===== src/rtl/iq_byte_unpacker_if.sv =====
// Handshake bundle between the input byte FIFO, the unpacker and the real/imag output FIFO pair.
// The master side is the unpacker; the slave side is the FIFO environment around it.
interface iq_byte_unpacker_if #(
  parameter int DATA_SIZE = 32
);
  logic [7:0]           in_dout;
  logic                 in_empty;
  logic                 in_rd_en;
  logic [DATA_SIZE-1:0] real_out_din;
  logic                 real_out_wr_en;
  logic                 real_out_full;
  logic [DATA_SIZE-1:0] imag_out_din;
  logic                 imag_out_wr_en;
  logic                 imag_out_full;

  modport master (
    input  in_dout, in_empty, real_out_full, imag_out_full,
    output in_rd_en, real_out_din, real_out_wr_en, imag_out_din, imag_out_wr_en
  );

  modport slave (
    output in_dout, in_empty, real_out_full, imag_out_full,
    input  in_rd_en, real_out_din, real_out_wr_en, imag_out_din, imag_out_wr_en
  );
endinterface


===== src/rtl/iq_byte_unpacker.sv =====
// Pops interleaved I_lo, I_hi, Q_lo, Q_hi bytes and writes one quantized complex sample
// to the real/imag output FIFO pair, always as a single joint write.
module iq_byte_unpacker #(
  parameter int DATA_SIZE = 32,
  parameter int BITS      = 10
) (
  input  logic                 clock,
  input  logic                 reset,
  iq_byte_unpacker_if.master   bus
);

  typedef enum logic {
    S_READ  = 1'b0,
    S_WRITE = 1'b1
  } state_t;

  state_t               state;
  state_t               state_next;
  logic [1:0]           byte_cnt;
  logic [7:0]           i_lo;
  logic [7:0]           q_lo;
  logic [DATA_SIZE-1:0] i_reg;
  logic [DATA_SIZE-1:0] q_reg;
  logic                 rd_en;
  logic                 wr_en;

  // Sign-extend the 16-bit component first so the arithmetic shift keeps negative values negative.
  function automatic logic [DATA_SIZE-1:0] quantize(input logic [7:0] hi, input logic [7:0] lo);
    logic signed [DATA_SIZE-1:0] ext;
    ext = DATA_SIZE'($signed({hi, lo}));
    return ext <<< BITS;
  endfunction

  always_ff @(posedge clock or posedge reset) begin
    if (reset) state <= S_READ;
    else       state <= state_next;
  end

  always_comb begin
    state_next = state;
    rd_en      = 1'b0;
    wr_en      = 1'b0;
    case (state)
      S_READ: begin
        rd_en = !bus.in_empty;
        if (!bus.in_empty && byte_cnt == 2'd3) state_next = S_WRITE;
      end
      S_WRITE: begin
        if (!bus.real_out_full && !bus.imag_out_full) begin
          wr_en      = 1'b1;
          state_next = S_READ;
        end
      end
      default: state_next = S_READ;
    endcase
  end

  always_ff @(posedge clock or posedge reset) begin
    if (reset) begin
      byte_cnt <= 2'd0;
      i_lo     <= 8'd0;
      q_lo     <= 8'd0;
      i_reg    <= '0;
      q_reg    <= '0;
    end else begin
      case (state)
        S_READ: begin
          if (!bus.in_empty) begin
            case (byte_cnt)
              2'd0:    i_lo  <= bus.in_dout;
              2'd1:    i_reg <= quantize(bus.in_dout, i_lo);
              2'd2:    q_lo  <= bus.in_dout;
              default: q_reg <= quantize(bus.in_dout, q_lo);
            endcase
            byte_cnt <= byte_cnt + 2'd1;
          end
        end
        S_WRITE: ;
        default: byte_cnt <= 2'd0;
      endcase
    end
  end

  assign bus.in_rd_en       = rd_en;
  assign bus.real_out_wr_en = wr_en;
  assign bus.imag_out_wr_en = wr_en;
  assign bus.real_out_din   = i_reg;
  assign bus.imag_out_din   = q_reg;

endmodule

===== src/flat_wrapper.sv =====
// flat-port wrapper written by rule: the top's interface ports become plain ports
module iq_byte_unpacker_flat 
#(
  parameter int DATA_SIZE = 32,
  parameter int BITS      = 10
)
  (clock, reset, bus_in_dout, bus_in_empty, bus_real_out_full, bus_imag_out_full, bus_in_rd_en, bus_real_out_din, bus_real_out_wr_en, bus_imag_out_din, bus_imag_out_wr_en);
  iq_byte_unpacker_if #(.DATA_SIZE(DATA_SIZE)) bus_i ();
  input  logic clock;
  input  logic reset;
  input wire logic [$bits(bus_i.in_dout)-1:0] bus_in_dout;
  input wire logic [$bits(bus_i.in_empty)-1:0] bus_in_empty;
  input wire logic [$bits(bus_i.real_out_full)-1:0] bus_real_out_full;
  input wire logic [$bits(bus_i.imag_out_full)-1:0] bus_imag_out_full;
  output wire logic [$bits(bus_i.in_rd_en)-1:0] bus_in_rd_en;
  output wire logic [$bits(bus_i.real_out_din)-1:0] bus_real_out_din;
  output wire logic [$bits(bus_i.real_out_wr_en)-1:0] bus_real_out_wr_en;
  output wire logic [$bits(bus_i.imag_out_din)-1:0] bus_imag_out_din;
  output wire logic [$bits(bus_i.imag_out_wr_en)-1:0] bus_imag_out_wr_en;
  assign bus_i.in_dout = bus_in_dout;
  assign bus_i.in_empty = bus_in_empty;
  assign bus_i.real_out_full = bus_real_out_full;
  assign bus_i.imag_out_full = bus_imag_out_full;
  assign bus_in_rd_en = bus_i.in_rd_en;
  assign bus_real_out_din = bus_i.real_out_din;
  assign bus_real_out_wr_en = bus_i.real_out_wr_en;
  assign bus_imag_out_din = bus_i.imag_out_din;
  assign bus_imag_out_wr_en = bus_i.imag_out_wr_en;
  iq_byte_unpacker #(.DATA_SIZE(DATA_SIZE), .BITS(BITS)) u_core (.clock(clock), .reset(reset), .bus(bus_i));
endmodule

===== config.mk =====
export PLATFORM = sky130hd
export DESIGN_NAME = iq_byte_unpacker_flat
export DESIGN_NICKNAME = d
export VERILOG_FILES = /design/src/rtl/iq_byte_unpacker_if.sv /design/src/rtl/iq_byte_unpacker.sv /design/src/flat_wrapper.sv
export SDC_FILE = /design/constraint.sdc
export NUM_CORES = 1
export LEC_CHECK = 0
export CAP_MARGIN = 20
export CORE_MARGIN = 2
export CORE_UTILIZATION = 30
export DETAILED_ROUTE_END_ITERATION = 8
export PLACE_DENSITY_LB_ADDON = 0.15
export SLEW_MARGIN = 25
export SYNTH_ARGS = -nofsm -noshare
export SYNTH_HDL_FRONTEND = slang
export SYNTH_SLANG_ARGS = --single-unit
export TNS_END_PERCENT = 1

===== constraint.sdc =====
create_clock -name clock -period 1.8 [get_ports clock]
set_input_delay 0.45 -clock clock [delete_from_list [all_inputs] [get_ports clock]]
set_output_delay 0.45 -clock clock [all_outputs]
set_load 0.02 [all_outputs]

# After elaboration in Yosys (flattened, before gate mapping)

Cells that the tools add are included.

Bits in read-only memories: 0
Output and inout bits: 67
Bits in latches: 0
Word-level logic and storage cells: 31
Register bits: 51
Bits in writable memories: 0
Memories: 0
Input port bits: 13

Order comparisons: 0
Mux-type cells: 6
Bitwise operators: 3
Add/subtract/negate cells: 1
Divide/modulo/power cells: 0
Reductions and logical operators: 12
Multipliers: 0
Equal/unequal tests: 3
Shift operators: 0

Operators by type and width:

| operator                                            | number |
|---|---|
| AND reduction 3 bit                                 | 4 |
| 2-to-1 mux 1 bit                                    | 5 |
| equality test 2 bit, second input constant          | 2 |
| logical NOT 1 bit                                   | 3 |
| inverter 1 bit                                      | 3 |
| OR reduction 3 bit                                  | 1 |
| adder 2 x 1 -> 2 bit, second input constant         | 1 |
| equality test 2 x 1 -> 1 bit, second input constant | 1 |
| logical AND 1 bit                                   | 2 |
| logical NOT 2 bit                                   | 1 |
| one-hot mux 1 bit (2 select lines)                  | 1 |
| AND reduction 2 bit                                 | 1 |

# Longest topological paths before layout

Gate-level depths: netlist (run 1).

Depth after elaboration: 4
Mapped depth: 5
Gate-level depth less buffers: 4

# Least setup slack after synthesis (run 1)

OpenSTA, ideal clock, no wires.

Path kind: input-to-output
From: input port bus_imag_out_full
To: output port bus_real_out_wr_en
Data required time: 1.350 ns
Path buffers: 1
Stages on the path: 3
Path slack: 0.069 ns
Arrival time: 1.281 ns
Cells stage by stage: or2_2 > nor2_1 > buf_4

Word-level cells in the longest chain between the ends: 4

Ends and longest elaborated chain:

| element            | RTL line               | text |
|---|---|---|
| start: declaration | flat_wrapper.sv:14     | `input wire logic [$bits(bus_i.imag_out_full)-1:0] bus_imag_out_full;` |
| logical NOT 1 bit  | iq_byte_unpacker.sv:49 | `if (!bus.real_out_full && !bus.imag_out_full) begin` |
| logical AND 1 bit  | iq_byte_unpacker.sv:49 |  |
| 2-to-1 mux 1 bit   | iq_byte_unpacker.sv:49 |  |
| 2-to-1 mux 1 bit   | iq_byte_unpacker.sv:43 | `case (state)` |
| end: declaration   | flat_wrapper.sv:17     | `output wire logic [$bits(bus_i.real_out_wr_en)-1:0] bus_real_out_wr_en;` |

No other way between the ends.

# Worst setup path in the final report (run 1)

From: input port bus_imag_out_full
To: output port bus_imag_out_wr_en

Word-level cells in the longest chain between the ends: 4

Ends and longest elaborated chain:

| element           | RTL line               | text |
|---|---|---|
| logical NOT 1 bit | iq_byte_unpacker.sv:49 |  |
| logical AND 1 bit | iq_byte_unpacker.sv:49 |  |
| 2-to-1 mux 1 bit  | iq_byte_unpacker.sv:49 |  |
| 2-to-1 mux 1 bit  | iq_byte_unpacker.sv:43 |  |
| end: declaration  | flat_wrapper.sv:19     | `output wire logic [$bits(bus_i.imag_out_wr_en)-1:0] bus_imag_out_wr_en;` |

No other way between the ends.

==> summary.txt, run 1 <==
Status
  • Status: complete, no violations

Clock tree
  • CTS max path bufs: 2
  • CTS Hold Buffers Added: 0
  • CTS buffer count: 5
  • Clk_lat worst skew: 0.30 ns
  • H-tree depth: 2
  • CTS root buffer: clkbuf_8
  • Clock slew at reported path FFs: 0.09 ns
  • Clk sinks: 51
  • CTS tree: built

Floorplan
  • Die height: 93.4 um
  • Standard-cell rows: 32
  • Die W: 93.4 um
  • Core Area: approximately 7700 sq um
  • Die area: a little under 9000 sq um
  • IO Pins: 80
  • Starting density of the core: 0.310

Worst setup path
  • Largest delay share family, worst path: buffers and inverters
  • Critical path class: input pin to output pin
  • Crit start category: input pin
  • Critical path's largest stage delay: 0.39 ns
  • CP Max Fanout: 2
  • Crit path DAT: 1.34 ns
  • CP Capture Type: output pin
  • Buf/Inv on CP: 2
  • Critical Path RT: 1.35 ns
  • Critical-path cell list: clkdlybuf4s50_1 > or2_4 > nor2_4 > buf_4
  • Crit path max-delay cell type: clkdlybuf4s50_1
  • R2R setup slack: between 0.2 and 0.25 ns

Pwr
  • Leak: between 1 and 1.5 nW
  • Power density cells: 1850 nW/um^2
  • Worst VDD drop: 0.648 mV

Placement
  • # placed instances: ~320
  • Worst slack, placed: -0.530 ns
  • Hpwl dp: 3220 um
  • PortBufs: 59
  • GP Congestion: 0.669

Routing
  • WL final: 4290 um
  • Met2 WL: 1820 um
  • Initial drt markers: 27
  • DRC viols: 0
  • Drt via density: 4.02
  • DR WL/cell: 13.3 um
  • Highest metal used: met4
  • Final ANT Viol Nets: 0
  • Met3 WL: 327 um
  • DR vias: 1301
  • 1st-pass router iterations: 3
  • Met1 WL: 2100 um

Cells and area
  • Non-filler cells, final: 324
  • Inserted Diodes: 0
  • Final net count: 239
  • Commonest non-fill, non-tap cell in the layout: dfrtp_1
  • Commonest non-fill, non-tap cells in the layout: dfrtp_1 (51), clkdlybuf4s50_1 (40), mux2_2 (29), mux2_4 (20), conb_1 (20)
  • Layout cells sized above 1: 0.383
  • Layout overhead on the synthesized area: 30.5%

Logic synthesis
  • Syn. warnings: 0
  • Synthesized instance count: approximately 160
  • Synth cell types: 14
  • Netlist Area Pre-Place: approximately 2400 sq um
  • Register area share after synthesis: 0.532
  • FF+latch count, synth: 51
  • Synthesized area per cell: 15.4 sq um

Global route
  • Gr usage total: 0.103
  • Gr ovfl total: 0
  • Largest net degree at the start of global routing: 24
  • Initial antenna violation count: 0
  • Number of global-route vias before repair: 1315
  • First-pass GRT wire length: ~7000 um

STA
  • Final WS setup: 0.00846 ns
  • Fmax achieved: 558 MHz
  • Final hold violations: 0
  • Pins Over Slew Limit: 0
  • Final Setup Violations: 0
  • RSZ-0062 raised after global routing: true
  • Final Cycle Share: 0.995
  • Crit path time final: around 1.8 ns
  • Clock Skew: 0.00691 ns

Hold path
  • Worst min-delay path class: input pin to async pin

Job
  • Max-Cap Viols: 0
## kinds of logic (layout without fill, tap and decap cells)
kind of cell,Yosys count,after routing,synth area share
and+or+nand+nor,7,7,0.0370
xor gates and xnor gates,1,1,0.00365
DFF,51,51,0.532
other,1,20,0.00156
adders and majority gates,5,5,0.0261
buffers and inverters,41,88,0.134
muxes,49,49,0.261
AOI/OAI and AO/OA,1,1,0.00417
## path summary, 6_finish.rpt
path	from	end	depth (start not counted)
max in group asynchronous	reset	u_core.byte_cnt[0]	3
max reg2reg	u_core.byte_cnt[1]	u_core.bus.real_out_din[23]	5
max	bus_imag_out_full	bus_imag_out_wr_en	4
min reg2reg	u_core.i_lo[3]	u_core.bus.real_out_din[13]	1
min in group clock	u_core.i_lo[3]	u_core.bus.real_out_din[13]	1
min	reset	u_core.bus.imag_out_din[10]	2
## timing repair
item,in CTS,in global routing
endpoints found under the setup margin,17,5
setup buffers,0,0
resized for setup,17,16
## cell usage after synthesis
library cell  count  area (sq um)
mux2_4           20           300
conb_1            1          3.75
nor3b_4           4          75.1
dfrtp_1          51          1280
mux2_2           29           327
xnor2_1           1          8.76
inv_1             4          15.0
buf_4            34           255
buf_12            2          40.0
nor2_1            2          7.51
a22o_2            1          10.0
ha_1              5          62.6
or2_2             1          6.26
buf_6             1          11.3
## routing by layer
layer | vias up | global-route usage
met3 | 6 | 0.0274
met5 | - | 0
li1 | 604 | -
met2 | 58 | 0.148
met1 | 633 | 0.150
met4 | 0 | 0.0368
## layout make-up
class	count	area (sq um)
repair buffers	76	724
multi-input cells	83	882
well taps	102	128
clock buffers	7	96.3
clock inverters	1	7.51
flip-flops and latches	51	1280
fillers	746	4600
inverters	4	15.0
## flip-flops by register name, summed over array words and instances, names as in the netlist
register                 flops
u_core.i_lo                  8
u_core.byte_cnt              2
u_core.bus.imag_out_din     16
u_core.state                 1
u_core.q_lo                  8
u_core.bus.real_out_din     16
## report_power, final
group | total (mW) | switching (mW) | internal, mW | leakage, nW
Clock | 0.731 | 0.380 | 0.350 | 0.0505
Sequential | 2.08 | 0.346 | 1.73 | 0.611
Combinational | 2.99 | 1.32 | 1.67 | 0.779
Total | 5.80 | 2.05 | 3.76 | 1.44
## metrics by stage
| stage | setup TNS (ns) | power [mW] | util | cell area (sq um) | hold WS, ns |
|---|---|---|---|---|---|
| after detailed placement | -6.96 | 5.27 | 0.393 | 3030 | 0.491 |
| after global routing | -0.0412 | 6.17 | 0.405 | 3130 | 0.423 |
| after global placement | -6.47 | 5.24 | 0.393 | 3030 | 0.484 |
| final | 0 | 5.80 | 0.405 | 3130 | 0.421 |
| after floorplan | 0 | 4.15 | - | 2470 | 0.477 |
| after CTS | -0.500 | 5.90 | 0.403 | 3120 | 0.420 |
Note: power is estimated with default switching activity, not from simulation.
==> inputs of run 2 (changes only) <==
--- a/config.mk
+++ b/config.mk
@@ -9,7 +9,7 @@
 export CORE_MARGIN = 2
 export CORE_UTILIZATION = 30
 export DETAILED_ROUTE_END_ITERATION = 8
-export PLACE_DENSITY_LB_ADDON = 0.15
+export PLACE_DENSITY = 0.59
 export SLEW_MARGIN = 25
 export SYNTH_ARGS = -nofsm -noshare
 export SYNTH_HDL_FRONTEND = slang
==> summary.txt, run 2 (synthesis results as in run 1) <==
Status
  • Status: complete, no violations

Cells and area
  • Fillers: 743 (-0.40%)
  • Layout overhead on the synthesized area: 29.2%
  • Commonest non-fill, non-tap cells in the layout: dfrtp_1 (51), clkdlybuf4s50_1 (38), mux2_2 (29), mux2_4 (20), conb_1 (20)
  • Non-filler cells, final: 318 (-1.9%)
  • Layout cells sized above 1: 0.361 (-0.0218)
  • Final net count: 234 (-2.1%)
  • Inserted Diodes: 0 (unchanged)
  • Commonest non-fill, non-tap cell in the layout: dfrtp_1

Routing
  • DR WL/cell: 12.7 um (-3.9%)
  • DR vias: 1288 (-1.0%)
  • 1st-pass router iterations: 3 (unchanged)
  • Initial drt markers: 14 (-48%)
  • Drt via density: 4.05 (+0.87%)
  • WL final: 4050 um (-5.7%)
  • Final ANT Viol Nets: 0 (unchanged)
  • DRC viols: 0 (unchanged)

Placement
  • PortBufs: 59 (unchanged)
  • Hpwl dp: 2910 um (-9.6%)
  • GP Congestion: 0.694 (+3.7%)
  • # placed instances: 311 (-1.6%)

Worst setup path
  • Largest delay share family, worst path: buffers and inverters
  • Critical path's largest stage delay: 0.61 ns (+0.22 ns)
  • Reg2reg path depth: 5 (unchanged)
  • Crit start category: flop
  • Critical Path RT: 1.35 ns (about the same)
  • Worst reg2reg path endpoint: u_core.bus.real_out_din[19]
  • Critical-path cell list: clkdlybuf4s50_1
  • Crit path max-delay cell type: clkdlybuf4s50_1
  • Crit path DAT: 1.29 ns (-0.05 ns)
  • Reg2Reg Launch Point: u_core.byte_cnt[1]
  • CP Capture Type: output pin
  • R2R setup slack: 0.24 ns (about the same)
  • CP Max Fanout: 2 (unchanged)
  • Critical path class: flop to output pin
  • Buf/Inv on CP: 1 (-1)

STA
  • RSZ-0062 raised after global routing: false
  • Final hold violations: 0 (unchanged)
  • Pins Over Slew Limit: 0 (unchanged)
  • Final Setup Violations: 0 (unchanged)
  • Crit path time final: 1.74 ns (-0.0546 ns)
  • Clock Skew: 0.00684 ns (-0.0000620 ns)
  • Fmax achieved: 576 MHz (+3.1%)
  • Fin Hold WS: 0.507 ns (+0.0861 ns)
  • Final Cycle Share: 0.965 (-0.0303)

Clock tree
  • CTS tree: built
  • CTS buffer count: 5 (unchanged)
  • CTS max path bufs: 2 (unchanged)
  • H-tree depth: 2 (unchanged)
  • Clock slew at reported path FFs: 0.09 ns (about the same)
  • CTS Hold Buffers Added: 0 (unchanged)
  • Post-CTS setup buffer count: 0 (unchanged)
  • Clk sinks: 51 (unchanged)
  • CTS root buffer: clkbuf_8
  • Clk_lat worst skew: 0.30 ns (about the same)

Hold path
  • Worst min-delay path class: input pin to async pin

Floorplan
  • Standard-cell rows: 32 (unchanged)
  • Die area: 8730 sq um (unchanged)
  • IO Pins: 80 (unchanged)
  • Die W: 93.4 um (unchanged)
  • Core Area: 7730 sq um (unchanged)
  • Die height: 93.4 um (unchanged)
  • Starting density of the core: 0.310 (unchanged)

Global route
  • Number of global-route vias before repair: 1262 (-4.0%)
  • Gr ovfl total: 0 (unchanged)
  • Initial antenna violation count: 0 (unchanged)
  • Gr usage total: 0.0961 (-0.00738)
  • First-pass GRT wire length: 6460 um (-7.2%)
  • Largest net degree at the start of global routing: 52 (+120%)

Pwr
  • Overall power: 5.82 mW (+0.24%)
  • Worst VDD drop: 0.519 mV (-20%)
  • Power density cells: 1880 nW/um^2 (+1.2%)
  • Leak: 1.43 nW (-0.49%)

Job
  • Max-Cap Viols: 0 (unchanged)
## run 2: cell types whose count changed in the layout (fill, tap and decap cells not counted), sizes merged
| cell | delta |
|---|---|
| buf | -5 |
| bufinv | +1 |
| clkbuf | -1 |
| clkdlybuf4s50 | -2 |
| clkinvlp | -1 |
| dlymetal6s2s | +2 |
## run 2: report_power, final
part / switching (mW) / internal (mW)
clock: 0.355 / 0.408
sequential: 0.351 / 1.73
combinational: 1.31 / 1.66
## run 2: repair_timing
action                     4_1_cts  5_1_grt
resized for setup               27        9
setup endpoints to repair       17        5
pin swaps                        0        2
hold endpoints to repair         0        0
## run 2: worst max-delay path by stage
| stage | cells after the start | startpoint | end |
|---|---|---|---|
| floorplan | 3 | bus_imag_out_full | bus_real_out_wr_en |
| global placement | 4 | bus_imag_out_full | bus_real_out_wr_en |
| detailed placement | 4 | bus_imag_out_full | bus_imag_out_wr_en |
| CTS | 4 | bus_imag_out_full | bus_imag_out_wr_en |
| global route | 1 | u_core.bus.imag_out_din[15] | bus_imag_out_din[15] |
| finish | 1 | u_core.bus.imag_out_din[14] | bus_imag_out_din[14] |
## run 2: final cells by class
class	count	area, sq um	share of cell area
clock inverters	1	30.0	0.00969
inverters	4	15.0	0.00484
clock buffers	6	72.6	0.0234
multi-input cells	83	882	0.285
well taps	102	128	0.0412
flip-flops and latches	51	1280	0.412
repair buffers	71	696	0.224
## run 2: worst register-to-register path, cell delays in order (launching register included)
cell and delay [ns]:
dfrtp_1 0.43, inv_1 0.10, ha_1 0.15, nor3b_4 0.18, buf_4 0.24, mux2_2 0.35
## run 2: per-layer routing
layer | track usage | wire length, um
met2 | 0.144 | 1760
met5 | 0 | 0
met4 | 0.0294 | 33
met3 | 0.0355 | 348
met1 | 0.129 | 1910
## run 2: stage by stage
stage | setup WS (ns) | utilization | cell area, sq um | setup TNS [ns]
after global placement | -0.525 | 0.388 | 3000 | -5.94
after global routing | 0.0106 | 0.401 | 3100 | 0
after CTS | -0.0651 | 0.398 | 3080 | -0.129
after floorplan | 0.0694 | - | 2470 | 0
final | 0.0631 | 0.401 | 3100 | 0
after detailed placement | -0.552 | 0.388 | 3000 | -6.49
